## config.mk

```make
export PLATFORM = sky130hd
export DESIGN_NAME = cart_rom_fetch_flat
export DESIGN_NICKNAME = d
export VERILOG_FILES = /design/src/rtl/cart_rom_fetch_if.sv /design/src/rtl/cart_rom_fetch.sv /design/src/flat_wrapper.sv
export SDC_FILE = /design/constraint.sdc
export NUM_CORES = 1
export LEC_CHECK = 0
export CORE_ASPECT_RATIO = 2
export CORE_UTILIZATION = 49
export DETAILED_ROUTE_END_ITERATION = 8
export GPL_TIMING_DRIVEN = 0
export PLACE_DENSITY = 0.76
export SYNTH_ARGS = -nofsm -noshare
export SYNTH_HDL_FRONTEND = slang
export SYNTH_SLANG_ARGS = --single-unit
export TNS_END_PERCENT = 20
```

## constraint.sdc

```tcl
create_clock -name mclk -period 2.2 [get_ports mclk]
set_input_delay 0.33 -clock mclk [delete_from_list [all_inputs] [get_ports mclk]]
set_output_delay 0.33 -clock mclk [all_outputs]
set_load 0.005 [all_outputs]
```

## src/rtl/cart_rom_fetch_if.sv

```systemverilog
// Buses around cart_rom_fetch: the mapper-side ROM strobe bus and the SDRAM word-request bus.
interface cart_rom_bus_if #(
  parameter int unsigned ADDR_W = 24
);
  logic [ADDR_W-1:0] rom_addr;
  logic              rom_ce_n;
  logic              rom_oe_n;
  logic              rom_word;
  logic              flush;
  logic [15:0]       rom_q;
  logic              rom_busy;

  modport master (output rom_addr, rom_ce_n, rom_oe_n, rom_word, flush,
                  input  rom_q, rom_busy);
  modport slave  (input  rom_addr, rom_ce_n, rom_oe_n, rom_word, flush,
                  output rom_q, rom_busy);
endinterface

interface cart_mem_if #(
  parameter int unsigned ADDR_W = 24
);
  localparam int unsigned TAG_W = ADDR_W - 1;

  logic             mem_req;
  logic [TAG_W-1:0] mem_addr;
  logic             mem_ack;
  logic [15:0]      mem_q;

  modport master (output mem_req, mem_addr, input  mem_ack, mem_q);
  modport slave  (input  mem_req, mem_addr, output mem_ack, mem_q);
endinterface

```

## src/rtl/cart_rom_fetch.sv

```systemverilog
// ROM fetch front-end: two-entry word buffer (current + sequential prefetch)
// turning the mapper's ROM strobe bus into req/ack word reads from SDRAM.
module cart_rom_fetch #(
  parameter bit          PREFETCH = 1'b1,
  parameter int unsigned ADDR_W   = 24
) (
  input  logic          mclk,
  input  logic          rst_n,
  cart_rom_bus_if.slave rom,
  cart_mem_if.master    mem
);

  localparam int unsigned TAG_W = ADDR_W - 1;

  typedef enum logic [1:0] {S_IDLE, S_DEMAND, S_PREFETCH} state_e;

  typedef struct packed {
    logic             v;
    logic [TAG_W-1:0] tag;
    logic [15:0]      data;
  } entry_t;

  state_e           state_q, state_d;
  entry_t           cur_q, cur_d;
  entry_t           nxt_q, nxt_d;
  logic             req_q, req_d;
  logic [TAG_W-1:0] addr_q, addr_d;
  logic             drop_q, drop_d;

  logic             active;
  logic [TAG_W-1:0] wtag;
  logic             cur_hit;
  logic             nxt_hit;

  assign active  = ~rom.rom_ce_n & ~rom.rom_oe_n;
  assign wtag    = rom.rom_addr[ADDR_W-1:1];
  assign cur_hit = cur_q.v & (cur_q.tag == wtag);
  assign nxt_hit = nxt_q.v & (nxt_q.tag == wtag);

  // Byte accesses keep the high byte on [15:8] and steer the addressed byte onto [7:0].
  assign rom.rom_q    = {cur_q.data[15:8],
                         (rom.rom_word | ~rom.rom_addr[0]) ? cur_q.data[7:0] : cur_q.data[15:8]};
  assign rom.rom_busy = active & ~cur_hit;

  assign mem.mem_req  = req_q;
  assign mem.mem_addr = addr_q;

  always_ff @(posedge mclk or negedge rst_n) begin
    if (!rst_n) begin
      state_q <= S_IDLE;
      cur_q   <= '0;
      nxt_q   <= '0;
      req_q   <= 1'b0;
      addr_q  <= '0;
      drop_q  <= 1'b0;
    end else begin
      state_q <= state_d;
      cur_q   <= cur_d;
      nxt_q   <= nxt_d;
      req_q   <= req_d;
      addr_q  <= addr_d;
      drop_q  <= drop_d;
    end
  end

  always_comb begin
    state_d = state_q;
    cur_d   = cur_q;
    nxt_d   = nxt_q;
    req_d   = req_q;
    addr_d  = addr_q;
    drop_d  = drop_q;

    unique case (state_q)
      S_IDLE: begin
        // A flush cycle issues nothing, so a concurrent miss is re-seen against cleared entries.
        if (!rom.flush) begin
          if (active && !cur_hit && !nxt_hit) begin
            state_d = S_DEMAND;
            req_d   = 1'b1;
            addr_d  = wtag;
          end else if (active && !cur_hit && nxt_hit) begin
            cur_d   = nxt_q;
            nxt_d.v = 1'b0;
          end else if (PREFETCH && cur_q.v && !nxt_q.v) begin
            state_d = S_PREFETCH;
            req_d   = 1'b1;
            addr_d  = cur_q.tag + TAG_W'(1);
          end
        end
      end

      S_DEMAND, S_PREFETCH: begin
        if (rom.flush) drop_d = 1'b1;
        if (mem.mem_ack) begin
          state_d = S_IDLE;
          req_d   = 1'b0;
          drop_d  = 1'b0;
          // Data fetched before (or alongside) a flush may belong to the old ROM image.
          if (!drop_q && !rom.flush) begin
            if (state_q == S_DEMAND) cur_d = '{v: 1'b1, tag: addr_q, data: mem.mem_q};
            else                     nxt_d = '{v: 1'b1, tag: addr_q, data: mem.mem_q};
          end
        end
      end

      default: begin
        state_d = S_IDLE;
        req_d   = 1'b0;
      end
    endcase

    if (rom.flush) begin
      cur_d.v = 1'b0;
      nxt_d.v = 1'b0;
    end
  end

endmodule

```

## src/flat_wrapper.sv

```systemverilog
// flat-port wrapper written by rule: the top's interface ports become plain ports
module cart_rom_fetch_flat 
#(
  parameter bit          PREFETCH = 1'b1,
  parameter int unsigned ADDR_W   = 24
)
  (mclk, rst_n, rom_rom_addr, rom_rom_ce_n, rom_rom_oe_n, rom_rom_word, rom_flush, rom_rom_q, rom_rom_busy, mem_mem_req, mem_mem_addr, mem_mem_ack, mem_mem_q);
  cart_rom_bus_if #(.ADDR_W(ADDR_W)) rom_i ();
  cart_mem_if #(.ADDR_W(ADDR_W)) mem_i ();
  input  logic mclk;
  input  logic rst_n;
  input wire logic [$bits(rom_i.rom_addr)-1:0] rom_rom_addr;
  input wire logic [$bits(rom_i.rom_ce_n)-1:0] rom_rom_ce_n;
  input wire logic [$bits(rom_i.rom_oe_n)-1:0] rom_rom_oe_n;
  input wire logic [$bits(rom_i.rom_word)-1:0] rom_rom_word;
  input wire logic [$bits(rom_i.flush)-1:0] rom_flush;
  output wire logic [$bits(rom_i.rom_q)-1:0] rom_rom_q;
  output wire logic [$bits(rom_i.rom_busy)-1:0] rom_rom_busy;
  output wire logic [$bits(mem_i.mem_req)-1:0] mem_mem_req;
  output wire logic [$bits(mem_i.mem_addr)-1:0] mem_mem_addr;
  input wire logic [$bits(mem_i.mem_ack)-1:0] mem_mem_ack;
  input wire logic [$bits(mem_i.mem_q)-1:0] mem_mem_q;
  assign rom_i.rom_addr = rom_rom_addr;
  assign rom_i.rom_ce_n = rom_rom_ce_n;
  assign rom_i.rom_oe_n = rom_rom_oe_n;
  assign rom_i.rom_word = rom_rom_word;
  assign rom_i.flush = rom_flush;
  assign rom_rom_q = rom_i.rom_q;
  assign rom_rom_busy = rom_i.rom_busy;
  assign mem_mem_req = mem_i.mem_req;
  assign mem_mem_addr = mem_i.mem_addr;
  assign mem_i.mem_ack = mem_mem_ack;
  assign mem_i.mem_q = mem_mem_q;
  cart_rom_fetch #(.PREFETCH(PREFETCH), .ADDR_W(ADDR_W)) u_core (.mclk(mclk), .rst_n(rst_n), .rom(rom_i), .mem(mem_i));
endmodule
```

=== Word-level counts from Yosys, hierarchy flattened ===
Cells that the tools add are included.

* Logic and storage cells: 97
* Input port bits: 47
* Register bits: 107
* Output and inout port bits: 41

* Muxes and demuxes: 33
* Reduce and logical (&&, ||, !) cells: 23
* Eq/ne operators: 19
* Add/sub/neg operators: 1
* Bitwise gates (word level): 11

{| class="wikitable"
|+ Operators with widths
! cell !! count
|-
| $mux 40 || 9
|-
| $pmux 40 s2 || 1
|-
| $mux 23 || 3
|-
| $eq 23x23->1 || 2
|-
| $add 23x1->23 const B || 1
|-
| $ne 3x2->1 const B || 4
|-
| $reduce_and 4->1 || 3
|-
| $reduce_and 6->1 || 2
|-
| $mux 1 || 11
|-
| $mux 2 || 5
|-
| $ne 3x3->1 const B || 3
|-
| $mux 8 || 1
|-
| $ne 2x1->1 const B || 4
|-
| $reduce_and 7->1 || 1
|-
| $ne 2x2->1 const B || 3
|-
| $not 1->1 || 6
|-
| $reduce_bool 2->1 || 3
|-
| $logic_and 1x1->1 || 5
|-
| $logic_not 1->1 || 5
|-
| $and 1x1->1 || 4
|-
| $pmux 1 s2 || 2
|-
| $pmux 2 s2 || 1
|-
| $ne 3x1->1 const B || 1
|-
| $reduce_bool 3->1 || 1
|-
| other kinds (6) || 6
|}

=== Logic depth before layout (Yosys ltp) ===
* Word-level depth: 10
* Depth in mapped cells: 9
* Depth with buffers taken out: 8

=== Worst setup path before layout ===
Ideal clock, no wire load.

* Path kind: register to register
* Start: register u_core.state_q[0]
* End: register u_core.nxt_q[0] (netlist bit)
* Data required time: 2,075 ps
* Setup time: 125 ps
* Stages on the path, launching flop included: 9
* Path buffers: 2
* Period minus slack after synthesis: 2,391 ps
* Setup slack: -191 ps
* Data arrival time: 2,266 ps
* Cells stage by stage: dfrtp_1 -> inv_1 -> ha_1 -> nand2_1 -> or3_1 -> nor2_1 -> buf_1 -> buf_1 -> mux2_2

* Word-level cells in the longest chain between the ends: 3
* Elaborated cells between the ends (all ways): 5

{| class="wikitable"
|+ Ends and longest elaborated chain
! what !! RTL line !! source
|-
| from (decl) || cart_rom_fetch.sv:23 || <nowiki>state_e state_q, state_d;</nowiki>
|-
| from (signal assigned) || cart_rom_fetch.sv:57 || <nowiki>state_q <= state_d;</nowiki>
|-
| $eq 2x2->1 or $eq 2x1->1 (tied branches) || cart_rom_fetch.sv:74, cart_rom_fetch.sv:101 ||
|-
| $reduce_or 2->1 or $not 1->1 (tied branches) || n/a ||
|-
| $reduce_and 4->1 (no source line) (*) || n/a ||
|-
| to (signal assigned) || cart_rom_fetch.sv:59 || <nowiki>nxt_q <= nxt_d;</nowiki>
|-
| to (decl) || cart_rom_fetch.sv:25 || <nowiki>entry_t nxt_q, nxt_d;</nowiki>
|}

Every way passes the cells marked *; elsewhere a longest branch is shown, timed or not.
A chain may end at the register's enable or synchronous reset.

=== Worst setup path in the final report ===
* Start: input port rom_rom_addr[21]
* End: register u_core.addr_q[8] (netlist: u_core.mem.mem_addr[8])

* Word-level cells in the longest chain between the ends: 7
* Elaborated cells between the ends (all ways): 13

{| class="wikitable"
|+ Ends and longest elaborated chain
! what !! RTL line !! source
|-
| from (decl) || flat_wrapper.sv:12 || <nowiki>input wire logic [$bits(rom_i.rom_addr)-1:0] rom_rom_addr;</nowiki>
|-
| $eq 23x23->1 || cart_rom_fetch.sv:37 || <nowiki>assign cur_hit = cur_q.v & (cur_q.tag == wtag);</nowiki>
|-
| $and 1x1->1 || cart_rom_fetch.sv:37 ||
|-
| $logic_not 1->1 || cart_rom_fetch.sv:78, cart_rom_fetch.sv:82 ||
|-
| $logic_and 1x1->1 || cart_rom_fetch.sv:78, cart_rom_fetch.sv:82 ||
|-
| $logic_and 1x1->1 (on tied branches) || cart_rom_fetch.sv:82, cart_rom_fetch.sv:78 ||
|-
| $ne 2x1->1 (no source line) or $reduce_bool 2->1 (tied branches) || n/a ||
|-
| $reduce_and 4->1 (no source line) || n/a ||
|-
| to (signal assigned) || cart_rom_fetch.sv:61 || <nowiki>addr_q <= addr_d;</nowiki>
|-
| to (decl) || cart_rom_fetch.sv:27 || <nowiki>logic [TAG_W-1:0] addr_q, addr_d;</nowiki>
|}

Several ways; a longest one is shown, not always the timed one.

==> impl_metrics.csv <==
group,metric,value,unit
power,power,11.8,mW
clock_tree,h-tree-depth,3,
floorplanning,ios,88,
detailed_routing,drcViolationCount,0,
place,place_hpwl,11400,um
finish,seqCellArea,2680,um^2
global_route,grt_util_all_layers,28.8,%
synthesis,syn_inst,521,
finish,fill_cells,793,
finish,finalInstanceArea,8050,um^2
finish,final_util,70.4,%
detailed_routing,vias_per_cell,5.97,
clock_tree,clk_latency,0.36,ns
status,violations,"setup timing",
synthesis,synth-edff-count,0,
sta,fmax,0.402,GHz
synthesis,avgSynthCellArea,11.1,um^2
clock_tree,clockBufferDepth,2,
global_route,grt_pass1_wl,26400,um
floorplanning,die_area,12300,um^2
global_route,grt_max_degree,72,
sta,hold_viol_final,0,
detailed_routing,wl_per_cell,21.6,um
sta,clock-skew-final,0.0146,ns
global_route,grt_antenna_before_repair,0,
detailed_routing,drtPass1Iterations,5,
synthesis,synthesis.area,5800,um^2
synthesis,synth_nets,572,
finish,fin_nets,695,
power,irDropWorstVdd,0.000979,V
power,powerDensity,1470,nW/um^2
detailed_routing,drtAntennaViolNets,0,
synthesis,synth_cell_types,37,
sta,maxSlewHeadroom,59.3,%
synthesis,synth-seq-cells,107,
floorplanning,die_w,78.9,um
clock_tree,cts-root-buf,"clkbuf_16",
clock_tree,cts_buffers,9,
place,dpl-instance-area,6880,um^2
synthesis,ys_seq_area_share,46.2,%
sta,report.final.slew_viol_count,0,
run,max_cap_viol_count,0,
critical_path,worst-setup-path-type,"in -> reg",
floorplanning,start_util,50.8,%
sta,fin_crit_sh,113,%
min_path,min_path_type,"in -> reg",
detailed_routing,vias,4724,
global_route,overflow,0,
critical_path,crit_path_start_kind,"input pin",
status,outcome,"finished, violations left",
synthesis,ys.flop_type,"dfrtp_1",
critical_path,worstPathRequired,2.43,ns
global_route,first_global_vias,4958,
sta,worst_slew_pin_slew,0.611,ns
finish,multi_input_area,3290,um^2
power,leakage,3.42,nW
floorplanning,core,11400,um^2
finish,drive_gt1_share,38.5,%
sta,final-setup-viol-count,65,
finish,fin_cells,791,
clock_tree,cts_tree,"yes",
critical_path,crit_fanout,10,
place,dp_cells,750,
sta,period_minus_slack,2.49,ns
sta,rsz0062_at_grt,"yes",
place,globalplace.congestion,0.884,
floorplanning,num_rows,55,
finish,n_antenna_cell,0,
clock_tree,clk_pin_slew_worst_paths,0.07,ns
detailed_routing,drtIter0Drc,321,
critical_path,critPathArrivalTime,2.72,ns
synthesis,ys_warn_count,0,
sta,worst_slack,-0.288,ns
finish,area_growth,38.7,%
detailed_routing,totalWireLength,17100,um
critical_path,cp-end-kind,"flop",
clock_tree,cts_sinks,107,
floorplanning,die_h,156,um
synthesis,synthArstFlopShare,100,%
place,io_buffers,86,
final cells by class:
class,instances,area share [%]
buffer,38,4.98
clock buffer,9,2.80
clock inverter,7,0.731
inverter,7,0.327
multi-input combinational,366,40.9
sequential,107,33.4
tap,142,2.21
timing repair buffer,115,14.7
through the flow:
stage	hold slack [ns]	setup TNS [ns]	setup slack, ns
after floorplan	0.0344	-2.47	-0.0639
after global placement	0.489	-432.48	-3.16
after detailed placement	0.330	-99.02	-1.46
after CTS	0.322	-14.19	-0.270
after global routing	0.327	-19.33	-0.336
final	0.322	-12.69	-0.288
cell usage in the layout, fill, tap and decap left out, types with 4 or more instances in the layout:
master	instances
xnor2_1	36
a22oi_1	38
clkbuf_1	5
dlymetal6s2s_1	7
clkbuf_16	14
nor2_4	15
o21ai_0	4
buf_8	5
mux2_2	62
nand3_1	9
a21oi_1	18
nand4_1	12
nor2_1	22
buf_4	24
inv_1	7
nor2_2	13
xor2_1	26
nand2_1	11
ha_1	4
clkbuf_2	4
dfrtp_2	5
buf_6	13
clkdlybuf4s50_1	62
dfrtp_1	102
mux2_4	30
dlygate4sd2_1	16
a21oi_2	27
what timing repair did:
item	4_1_cts	5_1_grt
gates resized for setup	138	53
endpoints found under the hold margin	36	0
pin swaps	15	17
setup endpoints to repair	115	98
hold buffers	1	0
setup buffers	19	3
cloned	5	0
path summary, 6_finish.rpt:
path | depth (start not counted) | slack [ns] | start | to
setup reg to reg | 8 | -0.26 | u_core.cur_q[28] | u_core.mem.mem_addr[8]
hold / removal | 2 | 0.32 | rom_flush | u_core.cur_q[39]
min in group asynchronous | 2 | 0.49 | rst_n | u_core.cur_q[19]
hold reg to reg | 1 | 0.51 | u_core.nxt_q[7] | u_core.nxt_q[7]
max in group asynchronous | 3 | 0.96 | rst_n | u_core.cur_q[24]
setup / recovery | 9 | -0.29 | rom_rom_addr[21] | u_core.mem.mem_addr[8]
flip-flops by register name (all words and copies together) (netlist names):
register             flops
u_core.mem.mem_req       1
u_core.mem.mem_addr     23
u_core.drop_q            1
u_core.rom.rom_q         8
u_core.state_q           2
u_core.nxt_q            40
u_core.cur_q            32
power by group:
part           internal (mW)  switching [mW]  total (mW)
Clock                  0.789           0.780        1.57
Combinational           3.45            2.76        6.21
Sequential              2.97            1.08        4.04
Total                   7.20            4.62        11.8
synthesized netlist by cell type, types with 9 or more instances:
cell type / number / area (um^2)
a21oi_1: 46 / 230
nand4_1: 12 / 75.1
xnor2_1: 40 / 350
a22oi_1: 39 / 293
nand2_1: 11 / 41.3
xor2_1: 27 / 236
mux2_2: 72 / 811
mux2_4: 20 / 300
nor2_1: 50 / 188
nand3_1: 9 / 45.0
dfrtp_1: 107 / 2680
clkbuf_1: 17 / 63.8
routing by layer:
metal / vias to the layer above / share of wire [%] / track usage, %
met5: - / 0 / 0
met4: 0 / 5.6 / 18.2
met3: 53 / 3.6 / 4.44
met2: 170 / 55 / 51.3
met1: 2411 / 36 / 31.2
li1: 2090 / - / -
worst max-delay path, cell delays in order:
cell and delay [ns]:
clkdlybuf4s50_1 0.52, xor2_1 0.20, nor4_2 0.25, nand4_1 0.22, o21a_2 0.30, nand2_4 0.13
buf_12 0.16, mux2_2 0.34, mux2_4 0.26
logic make-up after synthesis:
group / count (synthesis) / share of synthesized area, %
AO/OA/AOI/OAI: 97 / 10.7
XOR/XNOR: 67 / 10.1
adder cells (fa/ha/maj): 4 / 0.863
buffers and inverters: 48 / 4.18
flip-flops: 107 / 46.2
multiplexers: 93 / 19.3
AND/OR/NAND/NOR: 105 / 8.61
(Power assumes the default switching activity.)
==> edit 1, RTL diff (same settings) <==
`addr_q` no longer has a reset.
--- a/src/rtl/cart_rom_fetch.sv
+++ b/src/rtl/cart_rom_fetch.sv
@@ -51,16 +51,18 @@
       cur_q   <= '0;
       nxt_q   <= '0;
       req_q   <= 1'b0;
-      addr_q  <= '0;
       drop_q  <= 1'b0;
     end else begin
       state_q <= state_d;
       cur_q   <= cur_d;
       nxt_q   <= nxt_d;
       req_q   <= req_d;
-      addr_q  <= addr_d;
       drop_q  <= drop_d;
     end
+  end
+
+  always_ff @(posedge mclk) begin
+    addr_q <= addr_d;
   end
 
   always_comb begin
Function: changed (a bounded check fails within 4 cycles, from zero or initial values and one cycle with rst_n low).
==> edit 1 against the unedited design <==
  * The run ends with DRC, setup timing left
  * Worst setup slack worse by 160 ps
  * Wire length up 26%
  * Power up 9.2%
  * Combinational power up 21%
  * Area after synthesis up 15%
  * Via count up 26%
  * Final area up 8.7%
  * Global-route usage up 2.3 points
  * Largest cell class unchanged
  * Sequential cell count unchanged
==> edit 1: results (changes against the unedited design) <==
status:
  outcome: "finished with violations"  # unchanged
  violations: "DRC, setup timing"  # was setup timing
finish:
  num-fill-cells: 994  # was 793
  buffers_excl_clock: 168  # was 153
  areaGrowthSynthToFinish_pct: 31.67  # was 38.72%
  seq_share: 0.3196  # was 0.3335
  fin_util: 0.6659  # was 0.7044
  n_all_inverters: 6  # was 7
  clkbuf_count: 10  # was 9
  drive_above_1_share: 0.2539  # was 0.3852
  final-clk-cell-share: 0.03546  # was 0.03530
  area_share_nonclk_buffers: 0.1792  # was 0.1965
  multi_input_area_um2: 3862  # was 3293 um^2
  multi_input_gates: 479  # was 366
yosys:
  syn-instance-count: 646  # was 521
  synth.distinct_cells: 46  # was 37
  ys_seq_area_frac: 0.4203  # was 0.4616
  synth_edf_count: 23  # was 0
worst_setup_path:
  r2r_start: "u_core.cur_q[27]$_DFFE_PN0P_"  # was u_core.cur_q[28]$_DFFE_PN0P_
  r2r_end: "u_core.mem.mem_addr[16]$_DFFE_PP_"  # was u_core.mem.mem_addr[8]$_DFFE_PN0P_
  rrSetupSlack_ps: -430  # was -260 ps
  crit_fanout: 6  # was 10
  worst_r2r_path_depth: 11  # was 8
  critPathMaxStageDelay_ps: 620  # was 520 ps
grt:
  grt_usage: 0.3114  # was 0.2881
  grt_pass1_vias: 6267  # was 4958
  use_met1: 0.3188  # was 0.3124
route:
  dr_total_vias: 5929  # was 4724
  wl_met3_um: 1364  # was 611 um
  drc: 5  # was 0
  wirelength_um: 21580  # was 17100 um
  vias_per_cell: 6.389  # was 5.972
sta:
  worstMarginPinSlew_ps: 678.5  # was 610.7 ps
  fin_tns_setup_ps: -25680  # was -12690 ps
  setup_ws_ps: -443.4  # was -288.3 ps
  setup_viol_count_final: 91  # was 65
power:
  ir_worst_vdd_v: 0.0007674  # was 0.0009787 V
  combPwrFrac: 0.583  # was 0.525
  leakagePower_nw: 3.811  # was 3.425 nW
  p_sw_w: 0.005562  # was 0.004617 W
cts:
  cts-resized-gates: 105  # was 138
  cts_setup_buffers: 21  # was 19
placed_design:
  place.gp.congestion: 0.9069  # was 0.8840
  pre_cts_ws_ps: -1599  # was -1461 ps
  post_dp_cell_area_um2: 7776  # was 6884 um^2
  hpwl_um: 14240  # was 11440 um
min_path:
  hold_class: "in -> async"  # was in -> reg
==> edit 1: cell types whose count changed in the layout (fill, tap and decap cells not counted), sizes merged, moves of 4 or more <==
| cell | before | now |
|---|---|---|
| a22o | 0 | 35 |
| a31oi | 0 | 5 |
| buf | 50 | 64 |
| clkdlybuf4s50 | 62 | 66 |
| dfrtp | 107 | 84 |
| dlymetal6s2s | 7 | 2 |
| edfxtp | 0 | 23 |
| mux2 | 92 | 69 |
| mux2i | 1 | 40 |
| nand2 | 13 | 18 |
| nor2 | 50 | 88 |
| nor2b | 1 | 6 |
| xnor2 | 40 | 45 |
| xor2 | 27 | 22 |
==> edit 1: worst max path at each step <==
stage | cells after the start | startpoint | slack (ps) | end
2_1_floorplan | 6 | u_core.cur_q[32]$_DFFE_PN0P_ | -350 | u_core.mem.mem_addr[0]$_DFFE_PP_
3_3_place_gp | 1 | rst_n | -2390 | u_core.nxt_q[35]$_DFFE_PN0P_
3_5_place_dp | 7 | rom_rom_addr[12] | -1600 | u_core.mem.mem_addr[1]$_DFFE_PP_
4_1_cts | 8 | u_core.nxt_q[33]$_DFFE_PN0P_ | -290 | u_core.mem.mem_addr[15]$_DFFE_PP_
5_1_grt | 11 | rom_rom_addr[7] | -460 | u_core.mem.mem_addr[16]$_DFFE_PP_
6_report | 11 | rom_rom_addr[7] | -440 | u_core.mem.mem_addr[16]$_DFFE_PP_
==> edit 1: logic make-up after synthesis <==
logic type                 synth area share
and+or+nand+nor                      0.1141
DFF                                  0.4203
AOI/OAI and AO/OA                    0.1459
adders and majority gates          0.007532
buffers and inverters               0.04670
xor gates and xnor gates            0.08831
muxes                                0.1772
==> edit 2, RTL diff (config.mk and constraints unchanged) <==
Without the edit above. `ADDR_W` is set to 24 in 4 places; all go to 32.
--- a/src/rtl/cart_rom_fetch_if.sv
+++ b/src/rtl/cart_rom_fetch_if.sv
@@ -1,6 +1,6 @@
 // Buses around cart_rom_fetch: the mapper-side ROM strobe bus and the SDRAM word-request bus.
 interface cart_rom_bus_if #(
-  parameter int unsigned ADDR_W = 24
+  parameter int unsigned ADDR_W = 32
 );
   logic [ADDR_W-1:0] rom_addr;
   logic              rom_ce_n;
@@ -17,7 +17,7 @@
 endinterface
 
 interface cart_mem_if #(
-  parameter int unsigned ADDR_W = 24
+  parameter int unsigned ADDR_W = 32
 );
   localparam int unsigned TAG_W = ADDR_W - 1;
 
--- a/src/rtl/cart_rom_fetch.sv
+++ b/src/rtl/cart_rom_fetch.sv
@@ -2,7 +2,7 @@
 // turning the mapper's ROM strobe bus into req/ack word reads from SDRAM.
 module cart_rom_fetch #(
   parameter bit          PREFETCH = 1'b1,
-  parameter int unsigned ADDR_W   = 24
+  parameter int unsigned ADDR_W   = 32
 ) (
   input  logic          mclk,
   input  logic          rst_n,
--- a/src/flat_wrapper.sv
+++ b/src/flat_wrapper.sv
@@ -2,7 +2,7 @@
 module cart_rom_fetch_flat 
 #(
   parameter bit          PREFETCH = 1'b1,
-  parameter int unsigned ADDR_W   = 24
+  parameter int unsigned ADDR_W   = 32
 )
   (mclk, rst_n, rom_rom_addr, rom_rom_ce_n, rom_rom_oe_n, rom_rom_word, rom_flush, rom_rom_q, rom_rom_busy, mem_mem_req, mem_mem_addr, mem_mem_ack, mem_mem_q);
   cart_rom_bus_if #(.ADDR_W(ADDR_W)) rom_i ();
Ports: changed (resized mem_mem_addr and rom_rom_addr); port bits go from 88 to 104. No check against the original RTL was run, so the function may have changed too.
==> edit 2 against the unedited design <==
  * The run still ends with setup timing left
  * Via count up 15%
  * Maximum frequency down 4.3%
  * Clock power up 75%
  * Worst setup slack worse by 110 ps
  * Final area up 22%
  * Wire length up 18%
  * Utilization down 2.6 points
  * Area after synthesis up 26%
  * Sequential share of layout area up 0.17 points
  * Sequential cell count up 24
  * Power up 17%
  * Critical endpoint is now u_core.mem.mem_addr[10]$_DFFE_PN0P_
  * Largest cell class unchanged
==> edit 2: results (changes against the unedited design) <==
grt:
  grt_pass1_vias: 5856  # was 4958
  grt_usage: 0.2734  # was 0.2881
  met2_usage: 0.4942  # was 0.5126
  grt_first_pass_wirelength_um: 31120  # was 26370 um
yosys:
  ys_seq_area_frac: 0.4470  # was 0.4616
  synth_compound_area_frac: 0.07047  # was 0.1074
  synth_nets: 654  # was 572
  synthTopCellsByCount: "dfrtp_1 (131), mux2_2 (127), xnor2_1 (81), a22o_1 (43), mux2_4 (26)"  # was dfrtp_1 (107), mux2_2 (72), nor2_1 (50), a21oi_1 (46), xnor2_1 (40)
  yosys.area_share.adder: 0.006825  # was 0.008628
  synthXorXnorAreaFrac: 0.1087  # was 0.1012
  syn-instance-count: 595  # was 521
  synthTopCellsByArea: "dfrtp_1 (45%), mux2_2 (20%), xnor2_1 (9.7%)"  # was dfrtp_1 (46%), mux2_2 (14%), xnor2_1 (6.0%)
  synth.distinct_cells: 42  # was 37
finish:
  buffers_excl_clock: 165  # was 153
  final-clk-cell-share: 0.05759  # was 0.03530
  final_cells: 944  # was 791
  fin_util: 0.6785  # was 0.7044
  n_all_inverters: 11  # was 7
  num-fill-cells: 1046  # was 793
  multi_input_gates: 414  # was 366
  drive_above_1_share: 0.3923  # was 0.3852
power:
  p_seq_w: 0.00473  # was 0.00404 W
  p_seq_frac: 0.340  # was 0.342
  intPower_w: 0.008974  # was 0.007203 W
  clockPowerShare: 0.198  # was 0.133
  ir_worst_vdd_v: 0.0007090  # was 0.0009787 V
status:
  violations: "setup timing"  # unchanged
  outcome: "finished with violations"  # unchanged
cts:
  cts_setup_buffers: 14  # was 19
  cts_buffers: 17  # was 9
  cts-resized-gates: 79  # was 138
  cts.sinks: 131  # was 107
  clk_latency_ps: 420  # was 360 ps
worst_setup_path:
  worstPathArrival_ps: 2900  # was 2720 ps
  slowest_stage: "dfrtp_2"  # was clkdlybuf4s50_1
  cp_top_family: "simple AND/OR/NAND/NOR gates"  # was buffers and inverters
  critPathMaxStageDelay_ps: 450  # was 520 ps
placed_design:
  hpwl_um: 14090  # was 11440 um
  post_dp_cell_area_um2: 8656  # was 6884 um^2
  place.gp.congestion: 0.8829  # was 0.8840
  port_buffers: 102  # was 86
  place_inst: 890  # was 750
  pre_cts_ws_ps: -1283  # was -1461 ps
floorplanning:
  die_width_um: 88.51  # was 78.94 um
sta:
  setup_viol_count_final: 79  # was 65
  fin_tns_setup_ps: -26650  # was -12690 ps
  setup_ws_ps: -401.3  # was -288.3 ps
  finalClockSkew_ps: 9.013  # was 14.58 ps
route:
  dr.first_iter.drc_count: 346  # was 321
  wl_met1_um: 7142  # was 6192 um
  wl_met2_um: 11020  # was 9333 um
  wl_met3_um: 919  # was 611 um
  drt-wirelength-per-cell_um: 21.44  # was 21.62 um
==> edit 2: cell count changes after synthesis, sizes merged, moves of 17 or more <==
cell   delta
a21oi    -39
a22o     +43
a22oi    -36
dfrtp    +24
mux2     +66
nor2     -32
xnor2    +41
xor2     -17
==> edit 2: worst paths after layout <==
path	cells after the start	endpoint	startpoint	slack, ps
worst min register to register	1	u_core.nxt_q[8]$_DFFE_PN0P_	u_core.nxt_q[8]$_DFFE_PN0P_	510
worst min-delay path	2	u_core.cur_q[47]$_DFFE_PN0P_	rom_flush	370
worst max register to register	9	u_core.mem.mem_addr[10]$_DFFE_PN0P_	u_core.nxt_q[17]$_DFFE_PN0P_	-400
max in group asynchronous	3	u_core.nxt_q[17]$_DFFE_PN0P_	rst_n	960
worst max-delay path	9	u_core.mem.mem_addr[10]$_DFFE_PN0P_	u_core.nxt_q[17]$_DFFE_PN0P_	-400
min in group asynchronous	2	u_core.cur_q[0]$_DFFE_PN0P_	rst_n	400
